## src/rtl/ring_inject_scheduler.sv

```systemverilog
// ring_inject_scheduler
//   Per-node injection scheduler feeding the PE input port of one gold_ring
//   router. Generates the global ring polarity, arbitrates NUM_SRC local
//   sources round-robin per virtual channel, and holds one packet per VC that
//   is offered to the router only in cycles whose polarity equals its VC bit.
//
// Ports
//   clk        rising-edge clock
//   reset      asynchronous active-low reset (0 = in reset)
//   src_valid  per-source packet-present flags
//   src_data   packed source packets, slice i = [i*DW +: DW], bit 0 = VC
//   src_ack    one-hot-per-VC capture pulse (combinational, up to 2 bits set)
//   pe_ri      router PE input ready
//   pe_so      send strobe to router PE input
//   pe_do      packet to router PE input (zero when not sending)
//   polarity   global ring polarity, toggles every cycle out of reset
//   pkt_count  total packets injected, wraps
module ring_inject_scheduler #(
  parameter int unsigned NUM_SRC = 2,
  parameter int unsigned DW      = 64,
  parameter int unsigned CNT_W   = 16
) (
  input  logic                  clk,
  input  logic                  reset,
  input  logic [NUM_SRC-1:0]    src_valid,
  input  logic [NUM_SRC*DW-1:0] src_data,
  output logic [NUM_SRC-1:0]    src_ack,
  input  logic                  pe_ri,
  output logic                  pe_so,
  output logic [DW-1:0]         pe_do,
  output logic                  polarity,
  output logic [CNT_W-1:0]      pkt_count
);

  localparam int unsigned PTR_W = (NUM_SRC > 1) ? $clog2(NUM_SRC) : 1;

  typedef enum logic {
    EMPTY = 1'b0,
    FULL  = 1'b1
  } vc_state_t;

  vc_state_t        vc_state [2];
  logic [DW-1:0]    buf_data [2];
  logic [PTR_W-1:0] rr_ptr   [2];

  logic             gnt_vld  [2];
  logic [PTR_W-1:0] gnt_idx  [2];
  logic [DW-1:0]    gnt_data [2];
  logic             drain;

  // Injection side: the buffer selected by the current polarity is offered.
  assign pe_so = (vc_state[polarity] == FULL);
  assign pe_do = pe_so ? buf_data[polarity] : '0;
  assign drain = pe_so & pe_ri;

  // Per-VC round-robin grant. Only buffers empty at cycle start may grant, so
  // a buffer that drains this cycle cannot also capture in this cycle.
  always_comb begin
    int unsigned idx;
    idx = 0;
    for (int unsigned v = 0; v < 2; v++) begin
      gnt_vld[v]  = 1'b0;
      gnt_idx[v]  = '0;
      gnt_data[v] = '0;
      if (vc_state[v] == EMPTY) begin
        for (int unsigned k = 0; k < NUM_SRC; k++) begin
          idx = 32'(rr_ptr[v]) + k;
          if (idx >= NUM_SRC) idx = idx - NUM_SRC;
          if (!gnt_vld[v] && src_valid[idx] && (src_data[idx*DW] == v[0])) begin
            gnt_vld[v]  = 1'b1;
            gnt_idx[v]  = idx[PTR_W-1:0];
            gnt_data[v] = src_data[idx*DW +: DW];
          end
        end
      end
    end
  end

  // Acks are forced low while reset is held, since the grant logic alone would
  // see empty buffers and grant.
  always_comb begin
    src_ack = '0;
    if (reset) begin
      for (int unsigned v = 0; v < 2; v++) begin
        if (gnt_vld[v]) src_ack[gnt_idx[v]] = 1'b1;
      end
    end
  end

  always_ff @(posedge clk or negedge reset) begin
    if (!reset) begin
      polarity  <= 1'b0;
      pkt_count <= '0;
      for (int unsigned v = 0; v < 2; v++) begin
        vc_state[v] <= EMPTY;
        buf_data[v] <= '0;
        rr_ptr[v]   <= '0;
      end
    end else begin
      polarity <= ~polarity;
      if (drain) pkt_count <= pkt_count + 1'b1;
      for (int unsigned v = 0; v < 2; v++) begin
        if (vc_state[v] == FULL) begin
          if (drain && (polarity == v[0])) vc_state[v] <= EMPTY;
        end else if (gnt_vld[v]) begin
          vc_state[v] <= FULL;
          buf_data[v] <= gnt_data[v];
          rr_ptr[v]   <= (gnt_idx[v] == PTR_W'(NUM_SRC - 1)) ? '0 : gnt_idx[v] + 1'b1;
        end
      end
    end
  end

endmodule

```

## config.mk

```make
export PLATFORM = sky130hd
export DESIGN_NAME = ring_inject_scheduler
export DESIGN_NICKNAME = d
export VERILOG_FILES = /design/src/rtl/ring_inject_scheduler.sv
export SDC_FILE = /design/constraint.sdc
export NUM_CORES = 1
export LEC_CHECK = 0
export ABC_AREA = 1
export CORE_MARGIN = 2
export CORE_UTILIZATION = 25
export DETAILED_ROUTE_END_ITERATION = 12
export GPL_TIMING_DRIVEN = 0
export PLACE_DENSITY = 0.5
export SYNTH_ARGS = -nofsm -noshare
export SYNTH_HDL_FRONTEND = slang
export SYNTH_SLANG_ARGS = --single-unit
```

## constraint.sdc

```tcl
create_clock -name clk -period 2.2 [get_ports clk]
set_clock_uncertainty 0.2 [all_clocks]
set_input_delay 0.44 -clock clk [delete_from_list [all_inputs] [get_ports clk]]
set_output_delay 0.44 -clock clk [all_outputs]
set_load 0.01 [all_outputs]
```

## After elaboration in Yosys (flattened, before gate mapping)

Index checks and enable logic that the tools add are counted.

| storage, ports and cells | value |
|---|---|
| register bits after elaboration | 149 |
| bits in latches | 0 |
| memory bits (writable) | 0 |
| memory bits (read-only) | 0 |
| input bits | 133 |
| word-level logic and storage cells | 125 |
| memories kept | 0 |

| operators by class | value |
|---|---|
| $add $sub $neg | 9 |
| multipliers | 0 |
| divide/modulo/power cells | 0 |
| magnitude comparators | 17 |
| eq/ne operators | 0 |
| shift operators | 4 |
| mux-type cells | 65 |
| bitwise operators | 8 |
| reductions and logical operators | 14 |

Operators with widths:

| cell | count |
|---|---|
| 2-to-1 mux 64 bit | 8 |
| indexed part select 128 x 33 -> 64 bit | 4 |
| 2-to-1 mux 32 bit | 8 |
| < comparator 32 x 2 -> 1 bit (second input constant) | 4 |
| < comparator 32 x 8 -> 1 bit (second input constant) | 4 |
| 2-to-1 mux 1 bit | 43 |
| adder 16 x 1 -> 16 bit (second input constant) | 1 |
| logical AND 1 bit | 10 |
| 2-to-1 mux 2 bit | 4 |
| >= comparator 2 bit (second input constant) | 3 |
| subtractor 1 x 2 -> 3 bit (second input constant) | 2 |
| subtractor 2 x 2 -> 3 bit (second input constant) | 2 |
| inverter 1 bit | 5 |
| adder 1 x 1 -> 2 bit (second input constant) | 2 |
| >= comparator 1 x 2 -> 1 bit (second input constant) | 2 |
| < comparator 1 x 2 -> 1 bit (second input constant) | 2 |
| AND reduction 2 bit | 2 |
| adder 1 bit (second input constant) | 2 |
| demux 1 bit (select 1 bit) | 2 |
| >= comparator 1 bit (second input constant) | 2 |
| logical NOT 1 bit | 2 |
| inverter 1 -> 2 bit | 1 |
| OR 2 bit | 1 |
| bitwise AND 1 bit | 1 |

## Depth between registers and ports, before layout

Gate-level depths: netlist of the first run.

| depth | value |
|---|---|
| depth in word-level cells | 23 |
| depth in mapped cells | 10 |
| depth with buffers taken out | 9 |

## Worst setup path before layout of the first run

No wires, ideal clock.

| path | value |
|---|---|
| path kind | reg-to-output |
| from | register rr_ptr[0] (netlist bit) |
| to | output src_ack[0] |
| data arrival time | 1388 ps |
| data required time | 1560 ps |
| slack | 172 ps |
| stages on the path, launching flop included | 7 |
| path buffers | 3 |
| cells stage by stage | dfrtp_1 > buf_4 > buf_2 > buf_2 > o21ai_0 > nand2_1 > a21oi_1 |

| on the way | value |
|---|---|
| cells in the longest elaborated chain, start to end | 20 |
| elaborated cells on any way between the ends | 36 |

Ends and longest elaborated chain:

| item | line | source |
|---|---|---|
| start: declaration | 44 | `logic [PTR_W-1:0] rr_ptr [2];` |
| start signal: indexed assignment | 108 | `rr_ptr[v] <= (gnt_idx[v] == PTR_W'(NUM_SRC - 1)) ? '0 : gnt_idx[v] + 1'b1;` |
| subtractor 1 x 2 -> 3 bit or >= comparator 1 x 2 -> 1 bit (tied branches) | 68 | `if (idx >= NUM_SRC) idx = idx - NUM_SRC;` |
| 2-to-1 mux 32 bit | 68 |  |
| 2-to-1 mux 32 bit | 65 | `if (vc_state[v] == EMPTY) begin` |
| 2-to-1 mux 1 bit (not written as such) (2 in series) | 69 | `if (!gnt_vld[v] && src_valid[idx] && (src_data[idx*DW] == v[0])) begin` |
| logical AND 1 bit | 69 |  |
| 2-to-1 mux 1 bit | 69 |  |
| 2-to-1 mux 1 bit | 65 |  |
| logical NOT 1 bit | 69 |  |
| [... 3 more ...] | -- |  |
| 2-to-1 mux 1 bit | 65 |  |
| < comparator 1 x 2 -> 1 bit (not written as such) or >= comparator 1 bit (tied branches) | 85 | `if (gnt_vld[v]) src_ack[gnt_idx[v]] = 1'b1;` |
| logical AND 1 bit (not written as such) | 85 |  |
| 2-to-1 mux 1 bit (not written as such) | 85 |  |
| demux 1 bit (select 1 bit) | 85 |  |
| OR 2 bit (no source line) | -- |  |
| 2-to-1 mux 2 bit (*) | 85 |  |
| 2-to-1 mux 2 bit (*) | 83 | `if (reset) begin` |
| end: declaration | 27 | `output logic [NUM_SRC-1:0] src_ack,` |

Mark *: on every way between the ends. The rest lies on a longest branch, timed or not. The select of a mux whose other input is x is not followed.

## Worst setup path after layout of the first run

| path | value |
|---|---|
| from | register polarity |
| to | output pe_do[42] |

| on the way | value |
|---|---|
| cells in the longest elaborated chain, start to end | 5 |
| elaborated cells on any way between the ends | 8 |

Ends and longest elaborated chain:

| item | line | source |
|---|---|---|
| start: declaration | 31 | `output logic polarity,` |
| start signal: assignment | 100 | `polarity <= ~polarity;` |
| inverter 1 -> 2 bit (not written as such) (*) | 52, 53 |  |
| 2-to-1 mux 64 bit (not written as such) or 2-to-1 mux 1 bit (tied branches) (3 in series) | 53, 52 |  |
| 2-to-1 mux 64 bit (*) | 53 | `assign pe_do = pe_so ? buf_data[polarity] : '0;` |
| end: declaration | 30 | `output logic [DW-1:0] pe_do,` |

Marked as above.

==> metrics, run 1 <==
die footprint=~50000 um^2; Setup WS post-layout=-231 ps; Syn Inst Count=2102; Clk pin slew, worst setup/hold paths=60 ps; Worst Path Arrival=around 1800 ps; max frequency=0.411 GHz; DP Wirelength=39300 um; Initial Util=25.4%; final setup violation count=68; via count=15000; Setup CP Type=register to primary output; Clk Latency, worst-skew pair=450 ps; RSZ-0062 raised after global routing=yes; Worst-Margin Slew=approximately 640 ps; nets@finish=2520; Placeable Area=47900 um^2; first-pass GRT wire length=around 85000 um; Max-slew headroom=between 50% and 60%; CTS Buf Count=17; fin. max-slew vios=0; final worst path period share=110%; global route overflow=0; total of max-cap violations=0; Via density=4.98; Hold Crit Class=input port to asynchronous set/reset pin; top-count cell post-synth=nand2_1; top cell type's share of synthesized area=between 30% and 40%; largest area contributor in the netlist=dfrtp_1; crit path max fanout=8; failing checks=negative hold slack, negative setup slack; synth top area cells=dfrtp_1 31%, nand2_1 23%, nor2_1 8.5%, o21ai_0 7.4%, nand4_1 6.5%; FF+latch count, synth=roughly 150; total routed wirelength=56200 um; antenna viol nets, final=0; GPL Wtd Cong=slightly below 0.9; number of global-route vias before repair=14300; post-layout utilization of the core=36.9%; flop2flop setup slack=0 ps; clock period minus worst slack=about 2400 ps; buffer depth of the longest clock path=2; pwr dens=approximately 1200 nW/um^2; register area share after synthesis=30.6%; Initial DRT Pass Iterations=5; worst hold margin=-317 ps; status=finished with violations; Unique masters post-synth=23; wire per inst=18.6 um; # port buffers=216; DIE HEIGHT=225 um; Critical Path RT=1560 ps; Overall Global Routing Usage=21.9%; syn nets=between 2000 and 2500; Setup crit start kind=register; area grow syn2layout=45.2%; Static Leak=around 8.7 nW; CTS tree=done; Initial DRC Count=around 1500; Die Wd=roughly 220 um; Synth Flop Type=dfrtp_1; critical path endpoint category=primary output; Synth top cells by count=759 x nand2_1, 276 x nor2_1, 209 x inv_1; number of synthesis warnings=0; final hold violation count=68; Worst VDD drop=0.000661 V; Avg Inst Size Synth=5.79 um^2; Max H-tree Level=4; worst slack at placement=-1590 ps; clk sinks=149; post-synthesis instance area=12200 um^2; drt drc=0; largest net degree at the start of global routing=82; io pins=between 200 and 250; share of layout cells above drive strength 1=a little over a fifth; root buffer cell=clkbuf_16; # rows=80; ys async rst share=100%; Post-synth EDFFs=0; initial antenna violation count=4
-- report_power, final --
group | total (mW) | switching, mW | internal, mW
registers | 4.80 | 0.890 | 3.91
logic | 13.8 | 8.25 | 5.54
clock network | 3.23 | 1.36 | 1.87
total | 21.8 | 10.5 | 11.3
-- layer usage --
layer | routed length, um | vias up | track usage (%)
li1 | - | 7240 | -
met1 | 24700 | 7133 | 29.5
met2 | 26500 | 583 | 35.4
met3 | 3840 | 71 | 3.64
met4 | 1220 | 2 | 7.22
met5 | 11 | - | 0
-- cells in the final DEF (no fill, tap or decap), types with 29 or more instances in the layout --
| cell | instances |
|---|---|
| o21ai_0 | 176 |
| nand2_1 | 600 |
| inv_2 | 46 |
| a21oi_1 | 124 |
| nand4_1 | 127 |
| buf_6 | 66 |
| nand2_2 | 87 |
| dfrtp_1 | 144 |
| nor2_1 | 273 |
| inv_1 | 166 |
| clkbuf_16 | 29 |
| clkdlybuf4s50_1 | 143 |
| nand3_1 | 69 |
| nand2_4 | 72 |
| buf_2 | 102 |
-- final timing paths --
path,startpoint,end,depth (start not counted)
setup reg to reg,rr_ptr[1],buf_data[119],7
hold reg to reg,buf_data[0],buf_data[0],1
max in group asynchronous,reset,buf_data[99],2
hold / removal,reset,pkt_count[4],1
min in group clk,buf_data[0],buf_data[0],1
setup / recovery,polarity,pe_do[42],8
-- worst max-delay path, stage by stage, from the launching register on --
cell and delay [ps]:
dfrtp_2 440, buf_6 150, clkbuf_16 190, clkbuf_16 190, nand2_2 60, nand2_1 60, nand2_1 80, inv_1 60
buf_6 110
-- metrics by stage --
| step | cells | TNS (ps) | instance area (um^2) | power [mW] |
|---|---|---|---|---|
| after floorplan | 2102 | 0 | 12200 | 11.4 |
| after global placement | 2933 | -1164960 | 15100 | 16.0 |
| after detailed placement | 2934 | -141320 | 15100 | 16.2 |
| after CTS | 3009 | -13190 | 17000 | 20.7 |
| after global routing | 3016 | -16020 | 17700 | 23.4 |
| final | 3017 | -11250 | 17700 | 21.8 |
-- registers in the layout (all words and copies together), names as in the netlist --
| register | flops |
|---|---|
| buf_data | 128 |
| pkt_count | 16 |
| rr_ptr | 2 |
| vc_state | 2 |
| polarity | 1 |
-- area by class of cell --
| type | instances | area (um^2) |
|---|---|---|
| well taps | 615 | 769 |
| inverters | 213 | 802 |
| fillers | 5156 | 30300 |
| clock buffers | 20 | 467 |
| plain buffers | 154 | 1120 |
| diodes | 3 | 7.51 |
| multi-input cells | 1581 | 7780 |
| flip-flops and latches | 149 | 3740 |
| clock inverters | 12 | 151 |
| repair buffers | 270 | 2840 |
-- kinds of logic after synthesis --
group | after synthesis | synth area share, %
and+or+nand+nor | 1237 | 41.6
buffers and inverters | 372 | 12.9
AOI/OAI and AO/OA | 335 | 14.2
DFF | 149 | 30.6
xor gates and xnor gates | 8 | 0.576
adders and majority gates | 1 | 0.103
-- what timing repair did --
action / in CTS / in global routing
setup endpoints to repair: 151 / 134
resized for setup: 574 / 208
cloned: 10 / 3
setup buffers: 36 / 9
hold endpoints to repair: 68 / 68
pin swaps: 52 / 47
(Power assumes the default switching activity.)
==> run 2, diff against run 1 <==
--- a/config.mk
+++ b/config.mk
@@ -10,7 +10,8 @@
 export CORE_UTILIZATION = 25
 export DETAILED_ROUTE_END_ITERATION = 12
 export GPL_TIMING_DRIVEN = 0
-export PLACE_DENSITY = 0.5
+export PLACE_DENSITY = 0.51
+export SKIP_CTS_REPAIR_TIMING = 1
 export SYNTH_ARGS = -nofsm -noshare
 export SYNTH_HDL_FRONTEND = slang
 export SYNTH_SLANG_ARGS = --single-unit
==> metrics, run 2 (synthesis gave the netlist of run 1 again) <==
status=finished with violations; failing checks=negative setup slack; largest net degree at the start of global routing=85 (+3.7%); crit path max fanout=10 (+2); GPL Wtd Cong=0.856 (-2.1%); RSZ-0062 raised after global routing=yes; Setup crit start kind=input port; DIE HEIGHT=225 um (unchanged); Max H-tree Level=4 (unchanged); final worst path period share=112% (+1.6 points); Static Leak=8.66 nW (-0.88%); # port buffers=216 (unchanged); critical path endpoint category=primary output; routing usage on met1=28.6% (-0.87 points); design area=16900 um^2 (-4.4%); DP Wirelength=39000 um (-0.71%); Critical Path RT=1560 ps (about the same); max frequency=0.406 GHz (-1.4%); fin. max-slew vios=0 (unchanged); Initial Util=25.4% (unchanged); CTS Buf Count=17 (unchanged); Initial DRC Count=1244 (-16%); Setup CP Type=input port to primary output; worst slack at placement=-1600 ps (-7.28 ps); drt drc=0 (unchanged); Worst-Margin Slew=653 ps (+8.23 ps); Max-slew headroom=56.5% (-0.55 points); global route overflow=0 (unchanged); via count=15000 (-0.36%); GR Util met2=33.4% (-2.0 points); Largest register FFs=128 (unchanged); number of global-route vias before repair=13900 (-3.2%); die footprint=50500 um^2 (unchanged); antenna viol nets, final=0 (unchanged); Overall Global Routing Usage=20.9% (-0.92 points); Die Wd=225 um (unchanged); Setup WS post-layout=-265 ps (-34.4 ps); clk sinks=149 (unchanged); Worst VDD drop=0.000542 V (-18%); CTS tree=done; final hold violation count=0 (-100%); Clk Latency, worst-skew pair=460 ps (about the same); Placeable Area=47900 um^2 (unchanged); Placement Cell Area=15100 um^2 (unchanged); total of max-cap violations=0 (unchanged); most common cell after layout, fill and taps aside=nand2_1; initial antenna violation count=3 (-1); pwr dens=1200 nW/um^2 (-2.7%); Via density=4.96 (-0.43%); Worst Path Arrival=1830 ps (+40 ps); nets@finish=2525 (+0.20%); clock period minus worst slack=2470 ps (+34.4 ps); Initial DRT Pass Iterations=6 (+1); Reg with most FFs=buf_data; Hold Crit Class=register to register; area grow syn2layout=38.9%; FILL cells=5224 (+1.3%); Clk pin slew, worst setup/hold paths=60 ps (about the same); most frequent cells in the layout=681 x nand2_1, 275 x nor2_1, 197 x inv_1; gr busiest metal=met2; wire per inst=18.3 um (-1.7%); largest registers=buf_data: 128 flops, pkt_count: 16 flops; # rows=80 (unchanged); io pins=217 (unchanged); final setup violation count=67 (-1.5%); first-pass GRT wire length=81500 um (-4.1%); share of layout cells above drive strength 1=16.3% (-5.1 points); root buffer cell=clkbuf_16; met3 GRT Util=3.45% (-0.20 points); total routed wirelength=55300 um (-1.7%); buffer depth of the longest clock path=2 (unchanged)
## run 2: cell count changes in the layout (fill, tap and decap cells not counted), moves of 5 or more
cell / delta
buf_2: +11
buf_4: +10
buf_6: -43
clkbuf_2: +20
clkbuf_4: +5
clkbuf_8: -5
clkinvlp_4: -5
dlymetal6s2s_1: +6
inv_1: +31
inv_2: -31
nand2_1: +81
nand2_2: -15
nand2_4: -63
## run 2: layout make-up
type                       instances  area (um^2)  share of cell area, %
multi-input combinational       1581         7190                   42.5
clock inverter                    10          154                  0.910
antenna                            1         2.50                 0.0148
inverter                         213          802                   4.74
clock buffer                      21          460                   2.72
buffer                           158         1080                   6.38
timing repair buffer             271         2720                   16.1
sequential                       149         3730                   22.1
tap                              615          769                   4.55
## run 2: stage by stage
stage	util, %	TNS, ps	hold WS (ps)	total power [mW]	instances
5_1_grt	35.3	-15850	296	21.8	3019
6_report	35.3	-11690	269	20.3	3019
3_5_place_dp	31.6	-134810	253	16.1	2934
3_3_place_gp	31.5	-1163370	253	16.0	2933
4_1_cts	32.9	-123830	-232	19.5	2965
2_1_floorplan	-	0	-55.6	11.4	2102
## run 2: worst max-delay path: stages
cell	delay [ps]
dlymetal6s2s_1	260
nand2_1	230
a21oi_2	250
buf_6	200
nand2_2	100
a21oi_4	210
buf_6	130
## run 2: worst paths after layout
kind / to / cells after the start / slack, ps / startpoint
worst max-delay path: src_ack[0] / 7 / -270 / src_valid[1]
worst min-delay path: buf_data[0] / 1 / 270 / buf_data[0]
worst max register to register: buf_data[88] / 7 / 50 / rr_ptr[1]
worst min register to register: buf_data[0] / 1 / 270 / buf_data[0]
max in group asynchronous: buf_data[83] / 5 / 930 / reset
min in group asynchronous: buf_data[26] / 3 / 400 / reset
## run 2: where the power goes
group / switching [mW] / total, mW / internal (mW)
Sequential: 0.745 / 4.65 / 3.91
Combinational: 7.69 / 12.4 / 4.69
Clock: 1.32 / 3.27 / 1.95
## run 2: routing by layer
metal	up-vias	routed length, um
li1	7230	-
met1	7055	24900
met2	617	25100
met3	71	3840
met4	2	1350
met5	-	13
==> run 3, diff against run 2 <==
--- a/config.mk
+++ b/config.mk
@@ -7,10 +7,10 @@
 export LEC_CHECK = 0
 export ABC_AREA = 1
 export CORE_MARGIN = 2
-export CORE_UTILIZATION = 25
+export CORE_UTILIZATION = 35
 export DETAILED_ROUTE_END_ITERATION = 12
 export GPL_TIMING_DRIVEN = 0
-export PLACE_DENSITY = 0.51
+export PLACE_DENSITY = 0.64
 export SKIP_CTS_REPAIR_TIMING = 1
 export SYNTH_ARGS = -nofsm -noshare
 export SYNTH_HDL_FRONTEND = slang
==> metrics, run 3 (synthesis gave the netlist of run 1 again) <==
Int Pwr=10.8 mW (+2.7%); share of layout cells above drive strength 1=16.3% (+0.020 points); root buffer cell=clkbuf_16; pwr dens=1240 nW/um^2 (+3.4%); total of max-cap violations=0 (unchanged); FILL cells=3586 (-31%); number of global-route vias before repair=14200 (+2.3%); flop2flop setup slack=30 ps (-20 ps); register area=3730 um^2 (about the same); clock period minus worst slack=2500 ps (+36.4 ps); Critical Path RT=1560 ps (about the same); Die Wd=190 um (-15%); final hold violation count=0 (unchanged); worst slack at placement=-1330 ps (+274 ps); Worst Path Arrival=1860 ps (+30 ps); area occupied by multi-input gates=7210 um^2 (+0.28%); Overall Global Routing Usage=27.0% (+6.0 points); Initial DRC Count=1721 (+38%); die footprint=36300 um^2 (-28%); initial antenna violation count=1 (-2); Largest register FFs=128 (unchanged); Clk pin slew, worst setup/hold paths=60 ps (about the same); area grow syn2layout=37.3%; gr busiest metal=met2; sequential power share=22.2% (-0.7 points); max frequency=0.400 GHz (-1.5%); Comb power frac=63.0% (+2.0 points); Initial DRT Pass Iterations=7 (+1); total power=20.8 mW (+2.3%); Static Leak=8.63 nW (-0.34%); final setup violation count=58 (-13%); failing checks=negative setup slack; Hold Crit Class=register to register; via count=15200 (+1.4%); clk sinks=149 (unchanged); antenna viol nets, final=0 (unchanged); Clk network pwr share=14.8% (-1.3 points); fin. max-slew vios=0 (unchanged); buffer depth of the longest clock path=2 (unchanged); critical path endpoint category=primary output; wire per inst=18.0 um (-1.8%); DP Wirelength=34900 um (-11%); Switching Share=47.9% (-0.19 points); DIE HEIGHT=190 um (-15%); CTS Buf Count=17 (unchanged); Setup WS post-layout=-301 ps (-36.4 ps); Worst VDD drop=0.000774 V (+43%); met3 GRT Util=4.80% (+1.4 points); post-layout utilization of the core=48.6% (+13 points); io pins=217 (unchanged); routing usage on met1=36.5% (+7.9 points); Max-slew headroom=56.1% (-0.35 points); # rows=68 (-15%); global route overflow=0 (unchanged); nets@finish=2516 (-0.36%); Worst-Margin Slew=658 ps (+5.27 ps); most frequent cells in the layout=696 x nand2_1, 275 x nor2_1, 178 x o21ai_0; crit path max fanout=6 (-4); CTS tree=done; final worst path period share=114% (+1.7 points); status=finished with violations; largest registers=buf_data: 128 flops, pkt_count: 16 flops; # port buffers=216 (unchanged); Max H-tree Level=4 (unchanged); Initial Util=35.4% (+10 points); first-pass GRT wire length=77700 um (-4.7%); Reg with most FFs=buf_data; Via density=5.33 (+7.4%); total routed wirelength=51200 um (-7.3%); Setup CP Type=register to primary output; RSZ-0062 raised after global routing=yes; switching power=9.94 mW (+1.9%); Setup crit start kind=register; GR Util met2=43.6% (+10 points); Placeable Area=34400 um^2 (-28%); drt drc=0 (unchanged); Clk Latency, worst-skew pair=430 ps (-30 ps); largest net degree at the start of global routing=109 (+28%); GPL Wtd Cong=0.895 (+4.5%); most common cell after layout, fill and taps aside=nand2_1
run 3: changes by cell type in the layout (fill, tap and decap cells not counted), sizes merged:
| cell | delta |
|---|---|
| diode | +1 |
| clkinv | +3 |
| clkbuf | -22 |
| clkdlybuf4s50 | +1 |
| bufinv | -1 |
| dlymetal6s2s | -1 |
| buf | +12 |
| dlygate4sd3 | -1 |
run 3: worst paths after layout:
check,start,end,depth (start not counted)
max,polarity,pe_do[40],9
max reg2reg,rr_ptr[1],buf_data[120],8
min reg2reg,buf_data[0],buf_data[0],1
min,buf_data[0],buf_data[0],1
max in group asynchronous,reset,buf_data[52],3
min in group asynchronous,reset,buf_data[1],4
run 3: per-layer routing:
metal / up-vias / wire length (um)
met1: 6985 / 21100
met3: 114 / 5240
met4: 0 / 1470
li1: 7199 / -
met2: 890 / 23400
met5: - / 0
run 3: cell type report:
class | instances | area share (%)
multi-input combinational | 1581 | 43.1
inverter | 213 | 4.80
tap | 455 | 3.41
sequential | 149 | 22.3
clock buffer | 19 | 2.59
clock inverter | 12 | 0.943
antenna | 2 | 0.0299
timing repair buffer | 263 | 16.6
buffer | 157 | 6.18
run 3: metrics by stage:
| step | cell area [um^2] | TNS, ps | hold slack, ps | instances |
|---|---|---|---|---|
| after floorplan | 12200 | 0 | -55.6 | 2102 |
| final | 16700 | -14690 | 272 | 2851 |
| after CTS | 15500 | -91510 | -298 | 2805 |
| after detailed placement | 14900 | -114210 | 161 | 2774 |
| after global placement | 14900 | -1076940 | 257 | 2773 |
| after global routing | 16700 | -17090 | 308 | 2850 |
run 3: worst max-delay path, stage by stage (launching register included):
cell,delay (ps)
dfrtp_2,460
inv_4,110
nand2_4,50
nand2_4,100
buf_6,150
buf_12,180
clkbuf_16,180
nand2_4,40
inv_2,50
buf_6,90
run 3: power groups by stage:
stage,Combinational [mW],Clock [mW],Sequential [mW]
after floorplan,6.94,0,4.47
after global placement,11.1,0,4.60
after detailed placement,11.3,0,4.63
after CTS,11.3,3.07,4.58
after global routing,14.2,3.20,4.76
final,13.1,3.08,4.61
